File: src/rtl/nand_bist_pkg.sv
// Shared definitions for the NAND-only gate built-in self tester:
// gate-select codes, the sequencer state encoding and a legal-mode check.
package nand_bist_pkg;

  localparam logic [2:0] MODE_NOT  = 3'd0;
  localparam logic [2:0] MODE_AND  = 3'd1;
  localparam logic [2:0] MODE_OR   = 3'd2;
  localparam logic [2:0] MODE_NOR  = 3'd3;
  localparam logic [2:0] MODE_XOR  = 3'd4;
  localparam logic [2:0] MODE_XNOR = 3'd5;

  typedef enum logic [1:0] {
    ST_IDLE = 2'd0,
    ST_RUN  = 2'd1,
    ST_DONE = 2'd2
  } state_t;

  // Codes 6 and 7 have no gate behind them.
  function automatic logic mode_is_legal(input logic [2:0] mode);
    return (mode <= MODE_XNOR);
  endfunction

endpackage

File: src/rtl/nand_gate_net.sv
// Purely combinational gate library built only from 2-input NAND gates,
// applied bitwise across WIDTH-bit operands. Mode selects which gate
// drives y; unused codes drive zero.
module nand_gate_net
  import nand_bist_pkg::*;
#(
  parameter int WIDTH = 4
) (
  input  logic [WIDTH-1:0] a,
  input  logic [WIDTH-1:0] b,
  input  logic [2:0]       mode,
  output logic [WIDTH-1:0] y
);

  // The one primitive every gate below is allowed to use.
  function automatic logic [WIDTH-1:0] nand2(input logic [WIDTH-1:0] x,
                                             input logic [WIDTH-1:0] z);
    return ~(x & z);
  endfunction

  logic [WIDTH-1:0] n_aa, n_bb, n_ab;
  logic [WIDTH-1:0] g_and, g_or, g_nor;
  logic [WIDTH-1:0] x_a, x_b, g_xor, g_xnor;

  assign n_aa   = nand2(a, a);          // NOT a
  assign n_bb   = nand2(b, b);          // NOT b
  assign n_ab   = nand2(a, b);
  assign g_and  = nand2(n_ab, n_ab);
  assign g_or   = nand2(n_aa, n_bb);
  assign g_nor  = nand2(g_or, g_or);
  // Classic 4-NAND XOR: shared nand(a,b) feeds both side gates.
  assign x_a    = nand2(a, n_ab);
  assign x_b    = nand2(b, n_ab);
  assign g_xor  = nand2(x_a, x_b);
  assign g_xnor = nand2(g_xor, g_xor);

  // Select the requested gate output.
  always_comb begin
    // NOTE: default assignment first so no path through the case leaves y
    // unassigned, which would infer a latch.
    y = '0;
    case (mode)
      MODE_NOT:  y = n_aa;
      MODE_AND:  y = g_and;
      MODE_OR:   y = g_or;
      MODE_NOR:  y = g_nor;
      MODE_XOR:  y = g_xor;
      MODE_XNOR: y = g_xnor;
      default:   y = '0;
    endcase
  end

endmodule

File: src/rtl/nand_gate_bist.sv
// Built-in self tester for the NAND-only gate network. A start request
// sweeps every (a, b) operand pair through the network, compares each
// result against a behavioural gate and counts mismatches, then pulses
// done with a pass verdict. inj_mask lets a test deliberately corrupt
// the network output to prove the checker catches faults.
module nand_gate_bist
  import nand_bist_pkg::*;
#(
  parameter int WIDTH = 4
) (
  input  logic                 clk,
  input  logic                 rst_n,
  input  logic                 start,
  input  logic [2:0]           mode,
  input  logic [WIDTH-1:0]     inj_mask,
  output logic                 busy,
  output logic                 done,
  output logic                 pass,
  output logic [2*WIDTH:0]     err_count,
  output logic [WIDTH-1:0]     vec_a,
  output logic [WIDTH-1:0]     vec_b,
  output logic [WIDTH-1:0]     y_dut,
  output logic [WIDTH-1:0]     y_ref
);

  localparam int CW    = 2 * WIDTH;
  localparam int ERR_W = 2 * WIDTH + 1;

  state_t           state;
  logic [CW-1:0]    vec_cnt;
  logic [2:0]       mode_q;
  logic [WIDTH-1:0] mask_q;
  logic             legal_q;
  logic [WIDTH-1:0] y_net;
  logic             mismatch;

  // Upper half of the counter is operand a, lower half operand b.
  assign vec_a = vec_cnt[CW-1:WIDTH];
  assign vec_b = vec_cnt[WIDTH-1:0];

  nand_gate_net #(.WIDTH(WIDTH)) u_net (
    .a    (vec_a),
    .b    (vec_b),
    .mode (mode_q),
    .y    (y_net)
  );

  assign y_dut    = y_net ^ mask_q;
  assign mismatch = (y_dut != y_ref);

  // Behavioural reference for the latched gate.
  always_comb begin
    y_ref = '0;
    case (mode_q)
      MODE_NOT:  y_ref = ~vec_a;
      MODE_AND:  y_ref = vec_a & vec_b;
      MODE_OR:   y_ref = vec_a | vec_b;
      MODE_NOR:  y_ref = ~(vec_a | vec_b);
      MODE_XOR:  y_ref = vec_a ^ vec_b;
      MODE_XNOR: y_ref = ~(vec_a ^ vec_b);
      default:   y_ref = '0;
    endcase
  end

  // Sweep sequencer: IDLE waits for start, RUN walks every vector while
  // counting mismatches, DONE pulses done and settles the verdict.
  always_ff @(posedge clk or negedge rst_n) begin
    // NOTE: every register here, including the stimulus counter and the
    // latched mode/mask, is reset so a mid-sweep reset leaves no stale
    // state behind.
    if (!rst_n) begin
      state     <= ST_IDLE;
      busy      <= 1'b0;
      done      <= 1'b0;
      pass      <= 1'b0;
      err_count <= '0;
      vec_cnt   <= '0;
      mode_q    <= MODE_NOT;
      mask_q    <= '0;
      legal_q   <= 1'b0;
    end else begin
      // NOTE: non-blocking assignments throughout, so every register in
      // this block updates from the same pre-edge values.
      done <= 1'b0;
      case (state)
        ST_IDLE: begin
          if (start) begin
            err_count <= '0;
            pass      <= 1'b0;
            if (mode_is_legal(mode)) begin
              mode_q  <= mode;
              mask_q  <= inj_mask;
              vec_cnt <= '0;
              legal_q <= 1'b1;
              busy    <= 1'b1;
              state   <= ST_RUN;
            end else begin
              legal_q <= 1'b0;
              done    <= 1'b1;
              state   <= ST_DONE;
            end
          end
        end
        ST_RUN: begin
          if (mismatch) begin
            err_count <= err_count + ERR_W'(1);
          end
          // The all-ones vector wraps the counter back to zero.
          vec_cnt <= vec_cnt + CW'(1);
          if (&vec_cnt) begin
            busy  <= 1'b0;
            done  <= 1'b1;
            state <= ST_DONE;
          end
        end
        ST_DONE: begin
          pass  <= legal_q && (err_count == '0);
          state <= ST_IDLE;
        end
        default: state <= ST_IDLE;
      endcase
    end
  end

endmodule
File: config.mk
export PLATFORM = sky130hd
export DESIGN_NAME = nand_gate_bist
export DESIGN_NICKNAME = d
export VERILOG_FILES = /design/src/rtl/nand_bist_pkg.sv /design/src/rtl/nand_gate_net.sv /design/src/rtl/nand_gate_bist.sv
export SDC_FILE = /design/constraint.sdc
export NUM_CORES = 1
export LEC_CHECK = 0
export ABC_CLOCK_PERIOD_IN_PS = 3200
export BUFFER_PORTS_ARGS = -buffer_cell sky130_fd_sc_hd__buf_2
export CORE_MARGIN = 1.5
export CORE_UTILIZATION = 61
export CTS_BUF_LIST = sky130_fd_sc_hd__clkbuf_8
export CTS_CLUSTER_DIAMETER = 120
export CTS_CLUSTER_SIZE = 30
export DETAILED_ROUTE_END_ITERATION = 16
export PLACE_DENSITY = 0.95
export SYNTH_ARGS = -nofsm -noshare
export SYNTH_HDL_FRONTEND = slang
export SYNTH_SLANG_ARGS = --single-unit
File: constraint.sdc
create_clock -name clk -period 3.2 [get_ports clk]
set_input_delay 0.48 -clock clk [delete_from_list [all_inputs] [get_ports clk]]
set_output_delay 0.48 -clock clk [all_outputs]
set_load 0.005 [all_outputs]
==> run metrics <==
switch share=43.6%; Residual DRC=0; GRT Util Overall=27.7%; Max Freq=389 MHz; vias in the first global route=1,544; largest net degree at the start of global routing=31; area leader, netlist=dfrtp_1; power share of the clock group=15.0%; Post-CTS Resized=0; Worst-Skew Late Latency=0.28 ns; final setup violation count=0; commonest non-fill, non-tap cell in the layout=buf_2; routed vias=1,600; die area=3440 sq um; Post-CTS Setup Bufs=0; final net count=259; post-synthesis net count=221; Root Buffer=clkbuf_8; Die Y=58.6 microns; Final Wtd Congestion=0.859; Die Wd=58.6 microns; Filler Cells Inserted=193; Net Sw Power=0.861 mW; fin cells=268; Startpoint Class=flop; Pleak=1.02 nW; Fin Setup TNS=0 ns; antenna violations before repair=0; Tightest Pin Transition=0.656 ns; CTS tree=yes; Port Buffers=37; Internal Power=1.11 mW; Tmin final=2.57 ns; Initial Util=66.1%; core area=2850 sq um; max cap viols=0; synthesized area=1890 sq um; wire length per cell=15.5 microns; Initial DRC Count=66; first-pass GRT wire length=7.08 mm; share of layout cells above drive strength 1=24.5%; CTS buffer count=5; #FFs+latches synth=30; n_diodes=0; VDD IR-drop max=0.571 mV; Slew headroom=56.3%; R2R Setup Slk=1.51 ns; Layout Area Growth over Synthesis=13.9%; Reg clk slew, reported paths=0.06 ns; skew final=0.00440 ns; Fin. Hold Viols=0; cells after synthesis=200; routed vias/inst=5.97; Slew Viols, Final=0; DP HPWL=3.01 mm; Post-synth ARST share=100%; Cells after DPL=262; Syn. warnings=0; synth unique cells=44; Hold WC Path Type=input port to asynchronous set/reset pin; Logic pwr share=47.4%; kind of critical path=flop to output pin; DRT antenna net count=0; Rows=19; RSZ-0062 raised after global routing=no; number of synthesized flops with an enable pin=0; post-synth top area share=39.8%; Synth area leaders=dfrtp_1 (40%), ha_1 (7.3%), xnor2_1 (5.1%), nand2_1 (5.0%), nor2_1 (4.2%); Seq/Total Area, Yosys=39.8%; I/O pin cnt=38; final WL=4.16 mm; dominant synthesized flop cell=dfrtp_1; sequential share of power=37.6%; grt ovf=0; Sink Count=30; crit path DAT=2.09 ns; PD cells=919 nW/um^2; CP required=2.72 ns; Worst Path Max Fanout=5; clock buffer depth=2; CTS H-tree lvls=2; outcome=finished, final reports clean; Crit. End Element=output pin; TritonRoute pass-1 iters=4; post-route clock period utilization=80.3%; hold buffers post-CTS=0; most frequent cells in the layout=buf_2 (37), dfrtp_1 (30), nand2_1 (25); Synth Area per Inst=9.43 sq um
## kinds of logic (layout without fill, tap and decap cells)
logic type / after synthesis / after routing / synth area share, %
and+or+nand+nor: 88 / 88 / 26.1
AOI/OAI and AO/OA: 37 / 37 / 14.7
DFF: 30 / 30 / 39.8
buffers and inverters: 18 / 55 / 4.77
xor gates and xnor gates: 16 / 16 / 7.43
adders and majority gates: 11 / 11 / 7.29
## layout make-up
cell class                      count  area [sq um]  area share [%]
Clock buffer                        6          82.6            3.84
Inverter                           12          45.0            2.10
Multi-Input combinational cell    152          1050            48.7
Sequential cell                    30           751            34.9
Tap cell                           31          38.8            1.81
Timing Repair Buffer               37           185            8.62
## flip-flops by register name, summed over array words and instances, names as in the netlist
name       flops
pass           1
vec_cnt        8
done           1
state          2
busy           1
mask_q         4
mode_q         3
err_count      9
legal_q        1
## Yosys cell counts (2+ instances only)
library cell / instances
dfrtp_1: 30
nand2_1: 25
nor2_1: 21
nand3_1: 12
ha_1: 11
inv_1: 11
o21ai_0: 11
xnor2_1: 11
a21oi_1: 6
xor2_1: 5
and3_1: 4
a211oi_1: 3
buf_2: 3
nor3_1: 3
o21a_1: 3
o31ai_2: 3
or3_1: 3
a22o_1: 2
and2_2: 2
buf_6: 2
nand4_1: 2
nor2b_1: 2
nor4b_1: 2
nor4b_2: 2
o211ai_1: 2
## critical path: stages, from the launching register on
cell and delay (ns):
dfrtp_1 0.41, inv_1 0.10, ha_1 0.27, and2_2 0.20
o21a_1 0.19, o31ai_2 0.34, xor2_1 0.18, buf_2 0.13
## path summary, 6_finish.rpt
check / startpoint / to / cells past startpoint
worst max-delay path: vec_cnt[2] / y_dut[2] / 7
worst min-delay path: rst_n / vec_cnt[2] / 1
worst max register to register: state[0] / mask_q[3] / 4
worst min register to register: err_count[8] / pass / 1
max in group asynchronous: rst_n / vec_cnt[3] / 1
min in group clk: inj_mask[1] / mask_q[1] / 3
## power by group through the flow
| stage | logic, mW | clock network [mW] | registers, mW |
|---|---|---|---|
| floorplan | 0.702 | 0 | 0.639 |
| global placement | 0.886 | 0 | 0.736 |
| detailed placement | 0.925 | 0 | 0.745 |
| CTS | 0.940 | 0.300 | 0.738 |
| global route | 1.04 | 0.321 | 0.769 |
| finish | 0.936 | 0.296 | 0.743 |
## stage by stage
| step | utilization (%) | hold slack [ns] | area, sq um | setup WS [ns] | total power [mW] |
|---|---|---|---|---|---|
| 5_1_grt | 75.3 | 0.280 | 2150 | 0.531 | 2.13 |
| 3_5_place_dp | 72.4 | 0.494 | 2070 | 0.916 | 1.67 |
| 6_report | 75.3 | 0.227 | 2150 | 0.631 | 1.98 |
| 2_1_floorplan | - | 0.184 | 1890 | 1.12 | 1.34 |
| 3_3_place_gp | 72.4 | 0.471 | 2070 | 0.990 | 1.62 |
| 4_1_cts | 75.3 | 0.242 | 2150 | 0.602 | 1.98 |
## per-layer routing
metal | up-vias | GRT usage (%) | part of all wire (%)
met3 | 10 | 6.81 | 5.2
met1 | 778 | 36.4 | 43
li1 | 770 | - | -
met2 | 42 | 44.3 | 50
met4 | 0 | 11.0 | 1.9
met5 | - | 0 | 0
Note: power is estimated with default switching activity, not from simulation.
